<file path="src/rtl/led_display_pkg.sv">
// Shared types and constants for the LED display frame-RAM path.
package led_display_pkg;

  localparam int PIX_AW   = 11;   // 64x32 pixels
  localparam int RAM_AW   = 16;   // frame RAM address width
  localparam int DATA_W   = 24;   // 8:8:8 RGB
  localparam int STREAK_W = 8;    // read-streak counter width

  typedef struct packed {
    logic [7:0] r;
    logic [7:0] g;
    logic [7:0] b;
  } pixel_t;

  typedef enum logic [1:0] {
    S_IDLE,
    S_RD,
    S_WR,
    S_FORCE_WR
  } arb_state_t;

endpackage

</file>
<file path="src/rtl/frame_ram_arbiter_if.sv">
// Requester + RAM bus of the frame RAM arbiter. slave = arbiter side,
// master = requesters / RAM side.
interface frame_ram_arbiter_if #(
  parameter int PIX_AW = led_display_pkg::PIX_AW,
  parameter int RAM_AW = led_display_pkg::RAM_AW,
  parameter int DATA_W = led_display_pkg::DATA_W
);
  import led_display_pkg::*;

  // read port (display scan)
  logic              rd_req_in;
  logic [PIX_AW-1:0] rd_addr_in;
  logic              rd_gnt_out;
  logic              rd_data_valid_out;
  logic [DATA_W-1:0] rd_data_out;
  // write port (pixel writer)
  logic              wr_valid_in;
  logic [PIX_AW-1:0] wr_addr_in;
  logic [DATA_W-1:0] wr_data_in;
  logic              wr_ready_out;
  // bank control
  logic              frame_sync_in;
  logic              swap_req_in;
  logic              swap_done_out;
  // frame RAM
  logic              ram_enable_out;
  logic              ram_write_enable_out;
  logic [RAM_AW-1:0] ram_addr_out;
  logic [DATA_W-1:0] ram_wdata_out;
  logic [DATA_W-1:0] ram_rdata_in;

  modport slave (
    input  rd_req_in, rd_addr_in, wr_valid_in, wr_addr_in, wr_data_in,
           frame_sync_in, swap_req_in, ram_rdata_in,
    output rd_gnt_out, rd_data_valid_out, rd_data_out, wr_ready_out,
           swap_done_out, ram_enable_out, ram_write_enable_out,
           ram_addr_out, ram_wdata_out
  );

  modport master (
    output rd_req_in, rd_addr_in, wr_valid_in, wr_addr_in, wr_data_in,
           frame_sync_in, swap_req_in, ram_rdata_in,
    input  rd_gnt_out, rd_data_valid_out, rd_data_out, wr_ready_out,
           swap_done_out, ram_enable_out, ram_write_enable_out,
           ram_addr_out, ram_wdata_out
  );

endinterface

</file>
<file path="src/rtl/frame_ram_rd_pipe.sv">
// Read-return pipeline: valid tags follow each accepted read through the
// command register and RAM_LATENCY RAM stages; data is held between beats.
module frame_ram_rd_pipe #(
  parameter int RAM_LATENCY = 1,
  parameter int DATA_W      = 24
) (
  input  logic              clk_in,
  input  logic              reset_in,
  input  logic              i_rd_accept,
  input  logic [DATA_W-1:0] i_ram_rdata,
  output logic              o_rd_valid,
  output logic [DATA_W-1:0] o_rd_data
);
  import led_display_pkg::*;

  // [0] lines up with the RAM command cycle, [RAM_LATENCY] with valid douta
  logic [RAM_LATENCY:0] r_vld_pipe;
  logic [DATA_W-1:0]    r_rd_data;

  // shift tags, capture douta on each returning beat; reset drops in-flight reads
  always_ff @(posedge clk_in) begin
    if (reset_in) begin
      r_vld_pipe <= '0;
      r_rd_data  <= '0;
    end else begin
      r_vld_pipe <= {r_vld_pipe[RAM_LATENCY-1:0], i_rd_accept};
      if (r_vld_pipe[RAM_LATENCY]) r_rd_data <= i_ram_rdata;
    end
  end

  // douta is already a RAM register output; present it on the valid beat
  // so the beat lands at t+1+RAM_LATENCY, then hold the captured copy
  assign o_rd_valid = r_vld_pipe[RAM_LATENCY];
  assign o_rd_data  = r_vld_pipe[RAM_LATENCY] ? i_ram_rdata : r_rd_data;

endmodule

</file>
<file path="src/rtl/frame_ram_arbiter.sv">
// Frame RAM arbiter: shares the single-port frame RAM between the display
// scan reader (priority) and the pixel writer, one command per cycle, with
// a read-streak guard so a waiting write is never starved.
// Optional double buffering: define FRAME_DOUBLE_BUFFER_EN.
module frame_ram_arbiter #(
  parameter int PIX_AW        = led_display_pkg::PIX_AW,
  parameter int RAM_AW        = led_display_pkg::RAM_AW,
  parameter int DATA_W        = led_display_pkg::DATA_W,
  parameter int RAM_LATENCY   = 1,
  parameter int MAX_RD_STREAK = 8
) (
  input  logic                clk_in,
  input  logic                reset_in,
  frame_ram_arbiter_if.slave  arb_if
);
  import led_display_pkg::*;

  arb_state_t          r_state;
  arb_state_t          w_state_nxt;
  logic                w_rd_gnt;
  logic                w_wr_gnt;
  logic [STREAK_W-1:0] r_streak;
  logic                w_rd_bank;
  logic                w_wr_bank;
  logic [RAM_AW-1:0]   r_addr;
  logic [DATA_W-1:0]   r_wdata;

`ifdef FRAME_DOUBLE_BUFFER_EN
  logic r_front_bank;
  logic r_swap_pending;
  logic r_swap_done;
  logic w_swap_fire;

  // a sync with a swap pending (or requested in the same cycle) flips the bank
  assign w_swap_fire = arb_if.frame_sync_in & (r_swap_pending | arb_if.swap_req_in);

  // bank swap bookkeeping; grants in the sync cycle still see the old bank
  always_ff @(posedge clk_in) begin
    if (reset_in) begin
      r_front_bank   <= 1'b0;
      r_swap_pending <= 1'b0;
      r_swap_done    <= 1'b0;
    end else begin
      r_swap_done <= w_swap_fire;
      if (w_swap_fire) begin
        r_front_bank   <= ~r_front_bank;
        r_swap_pending <= 1'b0;
      end else if (arb_if.swap_req_in) begin
        r_swap_pending <= 1'b1;
      end
    end
  end

  assign w_rd_bank            = r_front_bank;
  assign w_wr_bank            = ~r_front_bank;
  assign arb_if.swap_done_out = r_swap_done;
`else
  logic w_unused_swap;

  // single buffer: everything lives in bank 0, swap controls are inert
  assign w_unused_swap        = arb_if.frame_sync_in ^ arb_if.swap_req_in;
  assign w_rd_bank            = 1'b0;
  assign w_wr_bank            = 1'b0;
  assign arb_if.swap_done_out = 1'b0;
`endif

  // state register: holds the grant decision that becomes this cycle's RAM command
  always_ff @(posedge clk_in) begin
    if (reset_in) r_state <= S_IDLE;
    else          r_state <= w_state_nxt;
  end

  // arbitration: reads win unless a write has waited MAX_RD_STREAK reads
  always_comb begin
    w_state_nxt = S_IDLE;
    w_rd_gnt    = 1'b0;
    w_wr_gnt    = 1'b0;
    if (reset_in) begin
      w_state_nxt = S_IDLE;
    end else if (arb_if.rd_req_in && arb_if.wr_valid_in) begin
      if (r_streak == STREAK_W'(MAX_RD_STREAK)) w_state_nxt = S_FORCE_WR;
      else                                      w_state_nxt = S_RD;
    end else if (arb_if.rd_req_in) begin
      w_state_nxt = S_RD;
    end else if (arb_if.wr_valid_in) begin
      w_state_nxt = S_WR;
    end
    w_rd_gnt = (w_state_nxt == S_RD);
    w_wr_gnt = (w_state_nxt == S_WR) || (w_state_nxt == S_FORCE_WR);
  end

  assign arb_if.rd_gnt_out   = w_rd_gnt;
  assign arb_if.wr_ready_out = w_wr_gnt;

  // streak counts reads granted over a waiting write; any write or idle writer clears it
  always_ff @(posedge clk_in) begin
    if (reset_in) begin
      r_streak <= '0;
    end else if (!arb_if.wr_valid_in || w_wr_gnt) begin
      r_streak <= '0;
    end else if (w_rd_gnt && (r_streak != {STREAK_W{1'b1}})) begin
      r_streak <= r_streak + 1'b1;
    end
  end

  // RAM command address/data: bank sampled at acceptance, held on idle cycles
  always_ff @(posedge clk_in) begin
    if (reset_in) begin
      r_addr  <= '0;
      r_wdata <= '0;
    end else if (w_rd_gnt) begin
      r_addr <= RAM_AW'({w_rd_bank, arb_if.rd_addr_in[PIX_AW-1:0]});
    end else if (w_wr_gnt) begin
      r_addr  <= RAM_AW'({w_wr_bank, arb_if.wr_addr_in[PIX_AW-1:0]});
      r_wdata <= arb_if.wr_data_in;
    end
  end

  assign arb_if.ram_enable_out       = (r_state != S_IDLE);
  assign arb_if.ram_write_enable_out = (r_state == S_WR) || (r_state == S_FORCE_WR);
  assign arb_if.ram_addr_out         = r_addr;
  assign arb_if.ram_wdata_out        = r_wdata;

  frame_ram_rd_pipe #(
    .RAM_LATENCY (RAM_LATENCY),
    .DATA_W      (DATA_W)
  ) u_rd_pipe (
    .clk_in      (clk_in),
    .reset_in    (reset_in),
    .i_rd_accept (w_rd_gnt),
    .i_ram_rdata (arb_if.ram_rdata_in),
    .o_rd_valid  (arb_if.rd_data_valid_out),
    .o_rd_data   (arb_if.rd_data_out)
  );

endmodule

</file>
<file path="src/flat_wrapper.sv">
// flat-port wrapper written by rule: the top's interface ports become plain ports
module frame_ram_arbiter_flat import led_display_pkg::*;
#(
  parameter int PIX_AW        = led_display_pkg::PIX_AW,
  parameter int RAM_AW        = led_display_pkg::RAM_AW,
  parameter int DATA_W        = led_display_pkg::DATA_W,
  parameter int RAM_LATENCY   = 1,
  parameter int MAX_RD_STREAK = 8
)
  (clk_in, reset_in, arb_if_rd_req_in, arb_if_rd_addr_in, arb_if_wr_valid_in, arb_if_wr_addr_in, arb_if_wr_data_in, arb_if_frame_sync_in, arb_if_swap_req_in, arb_if_ram_rdata_in, arb_if_rd_gnt_out, arb_if_rd_data_valid_out, arb_if_rd_data_out, arb_if_wr_ready_out, arb_if_swap_done_out, arb_if_ram_enable_out, arb_if_ram_write_enable_out, arb_if_ram_addr_out, arb_if_ram_wdata_out);
  frame_ram_arbiter_if #(.PIX_AW(PIX_AW), .RAM_AW(RAM_AW), .DATA_W(DATA_W)) arb_if_i ();
  input  logic clk_in;
  input  logic reset_in;
  input wire logic [$bits(arb_if_i.rd_req_in)-1:0] arb_if_rd_req_in;
  input wire logic [$bits(arb_if_i.rd_addr_in)-1:0] arb_if_rd_addr_in;
  input wire logic [$bits(arb_if_i.wr_valid_in)-1:0] arb_if_wr_valid_in;
  input wire logic [$bits(arb_if_i.wr_addr_in)-1:0] arb_if_wr_addr_in;
  input wire logic [$bits(arb_if_i.wr_data_in)-1:0] arb_if_wr_data_in;
  input wire logic [$bits(arb_if_i.frame_sync_in)-1:0] arb_if_frame_sync_in;
  input wire logic [$bits(arb_if_i.swap_req_in)-1:0] arb_if_swap_req_in;
  input wire logic [$bits(arb_if_i.ram_rdata_in)-1:0] arb_if_ram_rdata_in;
  output wire logic [$bits(arb_if_i.rd_gnt_out)-1:0] arb_if_rd_gnt_out;
  output wire logic [$bits(arb_if_i.rd_data_valid_out)-1:0] arb_if_rd_data_valid_out;
  output wire logic [$bits(arb_if_i.rd_data_out)-1:0] arb_if_rd_data_out;
  output wire logic [$bits(arb_if_i.wr_ready_out)-1:0] arb_if_wr_ready_out;
  output wire logic [$bits(arb_if_i.swap_done_out)-1:0] arb_if_swap_done_out;
  output wire logic [$bits(arb_if_i.ram_enable_out)-1:0] arb_if_ram_enable_out;
  output wire logic [$bits(arb_if_i.ram_write_enable_out)-1:0] arb_if_ram_write_enable_out;
  output wire logic [$bits(arb_if_i.ram_addr_out)-1:0] arb_if_ram_addr_out;
  output wire logic [$bits(arb_if_i.ram_wdata_out)-1:0] arb_if_ram_wdata_out;
  assign arb_if_i.rd_req_in = arb_if_rd_req_in;
  assign arb_if_i.rd_addr_in = arb_if_rd_addr_in;
  assign arb_if_i.wr_valid_in = arb_if_wr_valid_in;
  assign arb_if_i.wr_addr_in = arb_if_wr_addr_in;
  assign arb_if_i.wr_data_in = arb_if_wr_data_in;
  assign arb_if_i.frame_sync_in = arb_if_frame_sync_in;
  assign arb_if_i.swap_req_in = arb_if_swap_req_in;
  assign arb_if_i.ram_rdata_in = arb_if_ram_rdata_in;
  assign arb_if_rd_gnt_out = arb_if_i.rd_gnt_out;
  assign arb_if_rd_data_valid_out = arb_if_i.rd_data_valid_out;
  assign arb_if_rd_data_out = arb_if_i.rd_data_out;
  assign arb_if_wr_ready_out = arb_if_i.wr_ready_out;
  assign arb_if_swap_done_out = arb_if_i.swap_done_out;
  assign arb_if_ram_enable_out = arb_if_i.ram_enable_out;
  assign arb_if_ram_write_enable_out = arb_if_i.ram_write_enable_out;
  assign arb_if_ram_addr_out = arb_if_i.ram_addr_out;
  assign arb_if_ram_wdata_out = arb_if_i.ram_wdata_out;
  frame_ram_arbiter #(.PIX_AW(PIX_AW), .RAM_AW(RAM_AW), .DATA_W(DATA_W), .RAM_LATENCY(RAM_LATENCY), .MAX_RD_STREAK(MAX_RD_STREAK)) u_core (.clk_in(clk_in), .reset_in(reset_in), .arb_if(arb_if_i));
endmodule
</file>
<file path="config.mk">
export PLATFORM = sky130hd
export DESIGN_NAME = frame_ram_arbiter_flat
export DESIGN_NICKNAME = d
export VERILOG_FILES = /design/src/rtl/led_display_pkg.sv /design/src/rtl/frame_ram_arbiter_if.sv /design/src/rtl/frame_ram_rd_pipe.sv /design/src/rtl/frame_ram_arbiter.sv /design/src/flat_wrapper.sv
export SDC_FILE = /design/constraint.sdc
export NUM_CORES = 1
export LEC_CHECK = 0
export ABC_AREA = 1
export CAP_MARGIN = 20
export CORE_ASPECT_RATIO = 0.8
export CORE_UTILIZATION = 39
export DETAILED_ROUTE_END_ITERATION = 8
export GPL_TIMING_DRIVEN = 0
export PLACE_DENSITY = 0.81
export REMOVE_ABC_BUFFERS = 1
export SYNTH_ARGS = -nofsm -noshare
export SYNTH_HDL_FRONTEND = slang
export SYNTH_HIERARCHICAL = 1
export SYNTH_SLANG_ARGS = --single-unit
export TNS_END_PERCENT = 30
</file>
<file path="constraint.sdc">
create_clock -name clk_in -period 1.4 [get_ports clk_in]
set_input_delay 0.14 -clock clk_in [delete_from_list [all_inputs] [get_ports clk_in]]
set_output_delay 0.14 -clock clk_in [all_outputs]
set_load 0.1 [all_outputs]
</file>
## Word level (Yosys, flattened, before mapping)

Cells that the tools add are included.
W data, S select, Z words.

- Output and inout port bits: 70
- Register bits: 71

- Reduce and logical (&&, ||, !) cells: 10
- Equal/unequal tests: 7
- $add $sub $neg: 1
- Multiplexer cells: 8
- Bitwise operators: 1

Operators with widths:

| operator | count |
|---|---|
| $mux W24 | 1 |
| $mux W11 | 2 |
| $mux W2 | 5 |
| $add A8 B1 Y8 const B | 1 |
| $eq A2 B2 Y1 const B | 4 |
| $eq A8 B4 Y1 const B | 1 |
| $ne A8 B8 Y1 const B | 1 |
| $reduce_bool A2 Y1 | 2 |
| $logic_or A1 B1 Y1 | 3 |
| $eq A2 B1 Y1 const B | 1 |
| $logic_and A1 B1 Y1 | 2 |
| $reduce_and A2 Y1 | 1 |
| $reduce_or A2 Y1 | 1 |
| $logic_not A1 Y1 | 1 |
| $not A1 Y1 | 1 |

## Longest topological paths before layout

Gate-level depths: netlist (run 1).

- Word-level depth: 8
- Depth in mapped cells: 10
- Gate-level depth less buffers: 9

## By module

The synthesis (run 1) kept the hierarchy.

Modules (own cells, without submodules):

| module | area an instance (um^2) | cells each | sequential area each (um^2) | times used |
|---|---|---|---|---|
| frame_ram_arbiter | 2,055.7 | 287 | 900.9 | 1 |
| frame_ram_rd_pipe | 1,400.1 | 207 | 520.5 | 1 |

## Worst setup path after synthesis (run 1)

No wires, ideal clock.

- Path type: register -> register
- From: register u_core.r_streak[0]
- To: register u_core.u_rd_pipe.r_vld_pipe[0]
- Stages on the path, launching flop included: 11
- Required time: 1.331 ns
- Path buffers: 1
- Setup slack: -1.365 ns
- Library setup time: 0.069 ns
- Clock period less this slack: 2.765 ns
- Arrival: 2.696 ns
- Cells stage by stage: dfxtp_1 -> inv_1 -> ha_1 -> nand3_2 -> o21ai_4 -> nand2_4 -> clkinv_2 -> buf_6 -> nor2_1 -> inv_1 -> nor2_1

- Word-level cells in the longest chain between the ends: 5

RTL lines:

| item | line | RTL |
|---|---|---|
| start: declaration | frame_ram_arbiter.sv:22 | `logic [STREAK_W-1:0] r_streak;` |
| start signal: assignment | frame_ram_arbiter.sv:102 | `r_streak <= r_streak + 1'b1;` |
| $eq A8 B4 Y1 | frame_ram_arbiter.sv:81 | `if (r_streak == STREAK_W'(MAX_RD_STREAK)) w_state_nxt = S_FORCE_WR;` |
| $mux W2 | frame_ram_arbiter.sv:81 |  |
| $mux W2 | frame_ram_arbiter.sv:80 | `end else if (arb_if.rd_req_in && arb_if.wr_valid_in) begin` |
| $mux W2 | frame_ram_arbiter.sv:78 | `if (reset_in) begin` |
| $eq A2 B1 Y1 | frame_ram_arbiter.sv:88 | `w_rd_gnt = (w_state_nxt == S_RD);` |
| via arb_if_rd_gnt_out | flat_wrapper.sv:22 | `output wire logic [$bits(arb_if_i.rd_gnt_out)-1:0] arb_if_rd_gnt_out;` |
| end signal: assignment | frame_ram_rd_pipe.sv:26 | `r_vld_pipe <= {r_vld_pipe[RAM_LATENCY-1:0], i_rd_accept};` |
| end: declaration | frame_ram_rd_pipe.sv:17 | `logic [RAM_LATENCY:0] r_vld_pipe;` |

The timed path passes the listed nets, and every way through them passes these cells.
A chain may end at the register's enable or synchronous reset.

## Final worst setup path (run 1)

- From: register u_core.r_streak[7]
- To: output port arb_if_rd_gnt_out

- Word-level cells in the longest chain between the ends: 5

RTL lines:

| item | line |
|---|---|
| $eq A8 B4 Y1 | frame_ram_arbiter.sv:81 |
| $mux W2 | frame_ram_arbiter.sv:81 |
| $mux W2 | frame_ram_arbiter.sv:80 |
| $mux W2 | frame_ram_arbiter.sv:78 |
| $eq A2 B1 Y1 | frame_ram_arbiter.sv:88 |
| end: declaration | flat_wrapper.sv:22 |

No other way between the ends.

==> results of run 1 <==
[sequential cells by signal (all words and copies together), names as in the netlist]
register,count
u_core/arb_if.ram_addr_out,11
u_core/u_rd_pipe/r_rd_data,24
u_core/r_streak,8
u_core/r_state,2
u_core/u_rd_pipe/r_vld_pipe,2
u_core/arb_if.ram_wdata_out,24
[synth_stat cells (2+ instances only)]
cell type,instances,area (um^2)
nand2_1,116,435
inv_1,98,368
dfxtp_1,71,1420
nand3_1,59,295
nand2_2,40,250
nor2_2,21,131
nor2_1,19,71.3
a21oi_1,16,80.1
buf_4,10,75.1
buf_2,8,40.0
nand4_1,6,37.5
buf_6,4,45.0
clkbuf_1,4,15.0
buf_1,2,7.51
buf_8,2,30.0
ha_1,2,25.0
nand3_2,2,20.0
nand3b_1,2,15.0
o21ai_0,2,10.0
xor2_1,2,17.5
[final cells by class]
| type | instances | area (um^2) | share of cell area [%] |
|---|---|---|---|
| Clock buffer | 11 | 151 | 2.61 |
| Clock inverter | 5 | 80.1 | 1.38 |
| Inverter | 101 | 417 | 7.18 |
| Tap cell | 112 | 140 | 2.41 |
| Timing Repair inverter | 4 | 36.3 | 0.625 |
| Timing Repair Buffer | 182 | 1910 | 32.9 |
| Sequential cell | 71 | 1430 | 24.7 |
| Multi-Input combinational cell | 301 | 1640 | 28.3 |
[stage by stage]
| step | util (%) | setup TNS (ns) | area [um^2] | instances |
|---|---|---|---|---|
| 6_report | 68.1 | -13.06 | 5800 | 787 |
| 5_1_grt | 68.1 | -16.71 | 5800 | 787 |
| 4_1_cts | 69.0 | -9.07 | 5880 | 784 |
| 3_5_place_dp | 56.0 | -142.15 | 4770 | 718 |
| 3_3_place_gp | 56.0 | -210.47 | 4770 | 718 |
| 2_1_floorplan | - | -67.41 | 3260 | 469 |
[cells in the final DEF (no fill, tap or decap), types with 2 or more instances in the layout]
cell type | netlist | final
a21oi_1 | 16 | 16
buf_12 | 0 | 28
buf_2 | 8 | 31
buf_4 | 10 | 36
buf_6 | 4 | 3
buf_8 | 2 | 3
bufinv_16 | 0 | 2
clkbuf_8 | 0 | 11
clkdlybuf4s18_2 | 0 | 5
clkdlybuf4s50_1 | 0 | 72
clkinvlp_4 | 0 | 5
conb_1 | 1 | 6
dfxtp_1 | 71 | 65
dfxtp_2 | 0 | 5
inv_1 | 98 | 68
inv_2 | 1 | 27
inv_4 | 1 | 2
nand2_1 | 116 | 97
nand2_2 | 40 | 56
nand2_4 | 1 | 4
nand2_8 | 0 | 3
nand3_1 | 59 | 59
nand3_4 | 0 | 2
nand3b_1 | 2 | 2
nand4_1 | 6 | 6
nor2_1 | 19 | 17
nor2_2 | 21 | 21
nor2_4 | 0 | 2
o21ai_0 | 2 | 2
xor2_1 | 2 | 2
[kinds of logic after synthesis]
kind of cell	share of synthesized area, %
AOI/OAI and AO/OA	3.08
xor gates and xnor gates	0.507
adders and majority gates	0.724
buffers and inverters	17.2
DFF	41.1
other	0.109
and+or+nand+nor	37.2
[report_power, final]
group | switching (mW) | internal, mW | leakage (nW) | total (mW)
registers | 0.0393 | 2.10 | 0.582 | 2.14
logic | 1.23 | 0.590 | 2.10 | 1.82
clock network | 0.780 | 1.10 | 0.112 | 1.88
total | 2.05 | 3.79 | 2.80 | 5.84
[layer usage]
metal	global-route usage, %	wire length (um)	up-vias
li1	-	-	1815
met5	0	0	-
met2	43.2	5530	181
met4	9.96	282	0
met1	27.9	4660	1741
met3	6.24	813	28
[path summary, 6_finish.rpt]
path / end / depth (start not counted)
min reg2reg: u_core/u_rd_pipe/r_vld_pipe[1] / 2
min: u_core/u_rd_pipe/r_rd_data[1] / 2
max reg2reg: u_core/arb_if.ram_addr_out[9] / 10
max: arb_if_rd_gnt_out / 7
[what timing repair did]
action	CTS	global route
setup buffers	42	2
gates cloned	8	2
pin swaps	25	11
gates resized for setup	465	49
setup endpoints to repair	134	103
==> impl_metrics.ini, run 1 <==
[outcome]
status = complete, but fails checks
violations = setup timing

[sta]
finalSetupViolCount = 72
final.period_utilization_pct = 124
finalHoldViolCount = 0
rsz0062_at_grt = yes
fmax_mhz = 575
slew_viol_final = 0
fin_crit_ns = 1.74
worstMarginPinSlew_ns = 0.548
finalWorstSetupSlack_ns = -0.338
clock_skew_ns = 0.00809
fin_hold_ws_ns = 0.113
slew_headroom_pct = 63.6

[floorplanning]
start_util_pct = 40.6
rows = 30
die_area_mm2 = 0.00924
core-area_mm2 = 0.00852
die_w_um = 107
die_height_um = 86.2
io_pins = 146

[placed_design]
port_buffers = 137
dp_slack_ns = -3.28
dp_hpwl_um = 5960
place_congestion = 0.799

[power_and_ir_drop]
power_density_mw_per_mm2 = 1010
ir_worst_vdd_mv = 0.651
power_mw = 5.84
p_leak_nw = 2.80

[route]
drt_iter0_drc = 321
dr_total_vias = 3765
drc = 0
vias_per_cell = 4.78
dr.pass1.iters = 5
wl_per_cell_um = 14.3
ant_nets = 0
wl_um = 11300

[worst_setup_path]
reg2reg_slack_ns = -0.29
slowest_stage = dfxtp_2
cpPeakStageDelay_ns = 0.36
cp.arrival_ns = 1.60
path_buf_inv = 2
crit_path_end_kind = primary output
crit_family = simple AND/OR/NAND/NOR gates
worst_setup_path_start_kind = flip-flop
worstSetupPathType = flip-flop to primary output
worstPathMaxFanout = 5
required_ns = 1.26
startpoint = u_core/r_streak[7]
path_cells = nor2_1 > nand2_1 > o21ai_4 > nand2_8 > clkinv_8 > nor2_4 > buf_12
r2r_start = u_core/r_streak[7]

[clock_tree]
clockBufferDepth = 2
numCtsBuffers = 9
cts_hold_buf = 0
clk_latency_ns = 0.34
cts_tree = done
clockRootBuffer = clkbuf_8
path_clk_slew_ns = 0.07
numClockSinks = 71
htree_levels = 3

[grt]
gr-total-overflow = 0
antenna_found_initial = 0
grt_pass1_wl_um = 17600
grt_usage_pct = 24.3
grt_max_degree = 39
grt_pass1_vias = 3750

[finish]
nets = 748
n_fill_cell = 658
syn_to_final_growth_pct = 68.0
n_antenna_cell = 0
drive_gt1_share_pct = 38.8

[synthesis]
avgSynthCellArea_um2 = 7.00
synth_area_mm2 = 0.00346
seq_area_frac_synth_pct = 41.1
synth_cell_types = 28
synth-main-ff-cell = dfxtp_1
synth_edf_count = 0
synthArstFlopShare_pct = 0
synth-seq-cells = 71
syn_inst = 494
yosysWarnings = 6

[flow_run]
max-cap-violations = 0

[hold_path]
worstHoldStart = reset_in
hold_path_class = input port to flip-flop
Power figures use the tool's default switching activity.
==> run 2, diff against run 1 <==
--- a/config.mk
+++ b/config.mk
@@ -7,7 +7,6 @@
 export LEC_CHECK = 0
 export ABC_AREA = 1
 export CAP_MARGIN = 20
-export CORE_ASPECT_RATIO = 0.8
 export CORE_UTILIZATION = 39
 export DETAILED_ROUTE_END_ITERATION = 8
 export GPL_TIMING_DRIVEN = 0
==> constraint.sdc (replaced) <==
create_clock -name clk_in -period 1.4 [get_ports clk_in]
set_input_delay 0.28 -clock clk_in [delete_from_list [all_inputs] [get_ports clk_in]]
set_output_delay 0.28 -clock clk_in [all_outputs]
set_load 0.1 [all_outputs]
==> run 2 against run 1 <==
The run still ends with setup timing left; register-to-register slack worse by 0.18 ns; clock power is 5% higher; critical path depth is 1 higher; maximum frequency shrank 8.1%; global-route usage up 4.1 points; hold slack better by 0.16 ns; cell area up 11%; cell count grew 1.8%; total power rose by 5.7%; setup slack worse by 0.15 ns; critical endpoint unchanged; largest power group unchanged; highest routed layer unchanged.
==> impl_metrics.ini, run 2 (synthesis gave the netlist of run 1 again) <==
[finish]
layout_commonest_cell = nand2_1
n_antenna_cell = 0
nets = 769
syn_to_final_growth_pct = 85.8
drive_gt1_share_pct = 42.7
stdcell_area_mm2 = 0.00642
final_cell_count_no_fill = 801
most-common-layout-cells = nand2_1 (87), clkdlybuf4s50_1 (72), inv_1 (69)

[sta]
finalSetupViolCount = 73
fin_crit_ns = 1.89
clock_skew_ns = 0.00593
fmax_mhz = 529
rsz0062_at_grt = yes
finalHoldViolCount = 0
final.period_utilization_pct = 135
slew_viol_final = 0
finalWorstSetupSlack_ns = -0.490
fin_hold_ws_ns = 0.270

[floorplanning]
die_area_mm2 = 0.00924
die_height_um = 96.1
start_util_pct = 41.2
core-area_mm2 = 0.00838
io_pins = 146
rows = 33
die_w_um = 96.1

[clock_tree]
clockBufferDepth = 2
numClockSinks = 71
cts_tree = done
clk_latency_ns = 0.34
htree_levels = 3
cts_hold_buf = 0
numCtsBuffers = 9
path_clk_slew_ns = 0.08
clockRootBuffer = clkbuf_8

[route]
wl_per_cell_um = 19.3
dr_total_vias = 4177
ant_nets = 0
drt_iter0_drc = 246
vias_per_cell = 5.21
wl_um = 15400
dr.pass1.iters = 6
drc = 0

[grt]
gr-total-overflow = 0
grt_pass1_wl_um = 19700
antenna_found_initial = 0
grt_max_degree = 39
grt_usage_pct = 28.4
grt_pass1_vias = 4076

[placed_design]
placed_cell_area_mm2 = 0.00476
port_buffers = 137
dp_slack_ns = -3.61
place_congestion = 0.858
dp_cells = 711
dp_hpwl_um = 6260

[power_and_ir_drop]
netSwitchingPower_mw = 2.19
p_sw_share_pct = 35.5
cellInternalPower_mw = 3.98
clkPwrFrac_pct = 32.0
power_mw = 6.17
power_density_mw_per_mm2 = 961
seqPwrFrac_pct = 34.8
p_comb_share_pct = 33.2
ir_worst_vdd_mv = 0.599
p_leak_nw = 3.04

[worst_setup_path]
crit_path_end_kind = primary output
cp.arrival_ns = 1.61
worstSetupPathType = flip-flop to primary output
worst_setup_path_start_kind = flip-flop
required_ns = 1.12
worstPathMaxFanout = 4

[outcome]
violations = setup timing
status = complete, but fails checks

[hold_path]
hold_path_class = input port to flip-flop

[flow_run]
max-cap-violations = 0
==> run 2: cell types whose count changed in the layout (fill, tap and decap cells not counted), sizes merged <==
cell | before | now
clkdlybuf4s15 | 1 | 0
inv | 100 | 101
buf | 102 | 114
clkinv | 3 | 5
bufinv | 2 | 3
clkinvlp | 5 | 3
clkbuf | 13 | 26
clkdlybuf4s18 | 5 | 0
==> run 2: worst paths after layout <==
path | from | end | slack [ns] | cells after the start
worst max-delay path | u_core/r_streak[1] | arb_if_rd_gnt_out | -0.49 | 8
worst max register to register | u_core/r_streak[1] | u_core/arb_if.ram_addr_out[8] | -0.47 | 13
worst min register to register | u_core/u_rd_pipe/r_vld_pipe[0] | u_core/u_rd_pipe/r_vld_pipe[1] | 0.40 | 2
worst min-delay path | reset_in | u_core/arb_if.ram_addr_out[7] | 0.27 | 2
==> run 2: area by class of cell <==
| class | instances | area (um^2) |
|---|---|---|
| Inverter | 101 | 453 |
| Multi-Input combinational cell | 301 | 1860 |
| Timing Repair inverter | 5 | 76.3 |
| Timing Repair Buffer | 202 | 2230 |
| Fill cell | 495 | 1960 |
| Clock inverter | 6 | 109 |
| Sequential cell | 71 | 1430 |
| Clock buffer | 10 | 128 |
| Tap cell | 105 | 131 |
==> run 2: worst max-delay path: stages, from the launching register on <==
cell and delay, ns:
dfxtp_2 0.33, inv_2 0.07, ha_4 0.14, nand3_4 0.07
o21ai_4 0.26, nand2_8 0.11, clkinv_16 0.07, nor2_4 0.03
buf_12 0.18
==> run 2: through the flow <==
stage,TNS [ns],utilization [%]
after floorplan,-77.77,-
after global placement,-239.23,56.8
after detailed placement,-158.08,56.8
after CTS,-13.39,72.1
after global routing,-28.96,76.6
final,-24.36,76.6
==> run 2: power by group through the flow <==
| stage | clock [mW] | sequential (mW) | combinational (mW) |
|---|---|---|---|
| floorplan | 0 | 2.60 | 0.641 |
| global placement | 0 | 2.19 | 1.53 |
| detailed placement | 0 | 2.19 | 1.54 |
| CTS | 1.99 | 2.14 | 1.87 |
| global route | 2.09 | 2.15 | 2.10 |
| finish | 1.98 | 2.15 | 2.05 |
==> run 2: per-layer routing <==
| metal | GRT usage (%) | part of all wire (%) |
|---|---|---|
| met2 | 51.6 | 51 |
| met5 | 0 | 0 |
| met3 | 9.87 | 10 |
| met1 | 28.0 | 35 |
| met4 | 15.5 | 3.7 |
==> run 2: what timing repair did <==
item | in CTS | in global routing
pin swaps | 32 | 22
endpoints found under the setup margin | 134 | 89
gates resized for setup | 561 | 81
setup buffers | 55 | 9
gates cloned | 9 | 2
==> run 3, diff against run 2 <==
--- a/config.mk
+++ b/config.mk
@@ -7,10 +7,10 @@
 export LEC_CHECK = 0
 export ABC_AREA = 1
 export CAP_MARGIN = 20
-export CORE_UTILIZATION = 39
+export CORE_UTILIZATION = 46
 export DETAILED_ROUTE_END_ITERATION = 8
 export GPL_TIMING_DRIVEN = 0
-export PLACE_DENSITY = 0.81
+export PLACE_DENSITY = 0.9
 export REMOVE_ABC_BUFFERS = 1
 export SYNTH_ARGS = -nofsm -noshare
 export SYNTH_HDL_FRONTEND = slang
==> constraint.sdc (replaced) <==
create_clock -name clk_in -period 2.3 [get_ports clk_in]
set_input_delay 0.46 -clock clk_in [delete_from_list [all_inputs] [get_ports clk_in]]
set_output_delay 0.46 -clock clk_in [all_outputs]
set_load 0.1 [all_outputs]
==> run 3 against run 2 <==
The run now ends clean; setup slack improved by 0.52 ns; combinational power fell by 54%; sequential cell count did not move; clock skew is 0.0040 ns higher; critical path depth decreased by 7; total power shrank 44%; cell count decreased by 8.4%; global-route usage decreased by 4.9 points; largest power group unchanged; highest routed layer unchanged.
==> impl_metrics.ini, run 3 (synthesis gave the netlist of run 1 again) <==
[floorplanning]
io_pins = 146
rows = 31
start_util_pct = 47.6
core-area_mm2 = 0.00725
die_w_um = 88.7
die_area_mm2 = 0.00786
die_height_um = 88.7

[placed_design]
dp_hpwl_um = 6160
dp_cells = 705
place_congestion = 0.846
port_buffers = 137

[clock_tree]
htree_levels = 3
cts_tree = done
cts_hold_buf = 0
numCtsBuffers = 9
clockBufferDepth = 2
clk_latency_ns = 0.33
path_clk_slew_ns = 0.08
clockRootBuffer = clkbuf_8
numClockSinks = 71

[worst_setup_path]
r2r-end = u_core/r_streak[2]
required_ns = 1.84
cp.arrival_ns = 1.81
path_buf_inv = 1
cpPeakStageDelay_ns = 1.14
crit_family = buffers and inverters
r2r_start = u_core/r_streak[0]
reg2reg_slack_ns = 0.42
ff2ff_path_depth = 10
slowest_stage = clkdlybuf4s50_1
crit_path_end_kind = primary output
worstSetupPathType = flip-flop to primary output
worst_setup_path_start_kind = flip-flop
worstPathMaxFanout = 2
path_cells = clkdlybuf4s50_1

[finish]
postLayoutCoreUtil_pct = 70.6
n_antenna_cell = 0
most-common-layout-cells = nand2_1 (114), inv_1 (95), clkdlybuf4s50_1 (74)
nets = 708
final_cell_count_no_fill = 734
n_fill_cell = 574
layout_commonest_cell = nand2_1
drive_gt1_share_pct = 20.9
syn_to_final_growth_pct = 48.2

[grt]
antenna_found_initial = 0
gr-total-overflow = 0
grt_max_degree = 39
grt_pass1_vias = 3054
grt_usage_pct = 23.4
grt_pass1_wl_um = 14100

[route]
wl_per_cell_um = 13.2
ant_nets = 0
dr_total_vias = 3505
drt_iter0_drc = 171
dr.pass1.iters = 5
vias_per_cell = 4.78
wl_um = 9660
drc = 0

[sta]
finalSetupViolCount = 0
worstMarginPinSlew_ns = 1.03
slew_viol_final = 0
fin_crit_ns = 2.27
clock_skew_ns = 0.00997
fin_hold_ws_ns = 0.398
slew_headroom_pct = 31.8
finalHoldViolCount = 0
final.period_utilization_pct = 98.7
fmax_mhz = 441
rsz0062_at_grt = no

[power_and_ir_drop]
p_leak_nw = 2.92
ir_worst_vdd_mv = 0.385
power_density_mw_per_mm2 = 672

[hold_path]
hold_path_class = flip-flop to flip-flop
min_to = u_core/u_rd_pipe/r_vld_pipe[1]
holdPathStages = 2
worstHoldStart = u_core/u_rd_pipe/r_vld_pipe[0]

[outcome]
status = completed

[flow_run]
max-cap-violations = 0
-- run 3: cell count changes in the layout (fill, tap and decap cells not counted), sizes merged --
cell | before | now
buf | 114 | 33
nand3 | 62 | 61
clkbuf | 26 | 14
clkinvlp | 3 | 4
clkinv | 5 | 2
clkdlybuf4s50 | 72 | 74
nand2 | 160 | 159
dlymetal6s2s | 0 | 22
inv | 101 | 99
dlygate4sd2 | 0 | 14
-- run 3: layout make-up --
class | count | area [um^2] | area share, %
multi-input cells | 299 | 1510 | 29.5
well taps | 99 | 124 | 2.42
repair inverters | 2 | 16.3 | 0.318
clock inverters | 5 | 106 | 2.08
clock buffers | 11 | 131 | 2.57
flip-flops and latches | 71 | 1430 | 27.9
inverters | 101 | 418 | 8.16
repair buffers | 146 | 1390 | 27.1
-- run 3: power by group --
group / switching [mW] / total [mW] / internal (mW)
registers: 0.0255 / 1.30 / 1.28
clock network: 0.465 / 1.19 / 0.724
logic: 0.695 / 0.946 / 0.250
-- run 3: worst max-delay path by stage --
stage	startpoint	endpoint	depth (start not counted)
final	u_core/arb_if.ram_wdata_out[2]	arb_if_ram_wdata_out[2]	1
after global routing	u_core/arb_if.ram_addr_out[7]	arb_if_ram_addr_out[7]	1
after CTS	u_core/r_streak[0]	arb_if_rd_gnt_out	8
after detailed placement	reset_in	arb_if_rd_gnt_out	8
after global placement	reset_in	arb_if_rd_gnt_out	8
after floorplan	reset_in	arb_if_rd_gnt_out	6
-- run 3: repair_timing --
| item | CTS | global route |
|---|---|---|
| resized for setup | 165 | 34 |
| pin swaps | 2 | 2 |
| hold endpoints to repair | 0 | 0 |
| setup endpoints to repair | 86 | 34 |
| buffers inserted | 4 | 5 |
| cloned | 2 | 2 |
-- run 3: metal layers --
layer | vias to the layer above | track usage [%] | share of wire (%)
met5 | - | 0 | 0
met4 | 0 | 11.3 | 2.2
met3 | 20 | 5.22 | 8.7
met2 | 158 | 39.3 | 49
met1 | 1596 | 28.5 | 40
li1 | 1731 | - | -
-- run 3: per-stage QoR --
step	area [um^2]	TNS (ns)	power [mW]	setup slack, ns
after floorplan	3260	-19.81	1.97	-1.64
after global placement	4760	-147.67	2.26	-4.26
after detailed placement	4750	-88.90	2.27	-3.06
after CTS	4970	-0.0354	3.45	-0.0350
after global routing	5120	0	3.58	0.00144
final	5120	0	3.44	0.0308
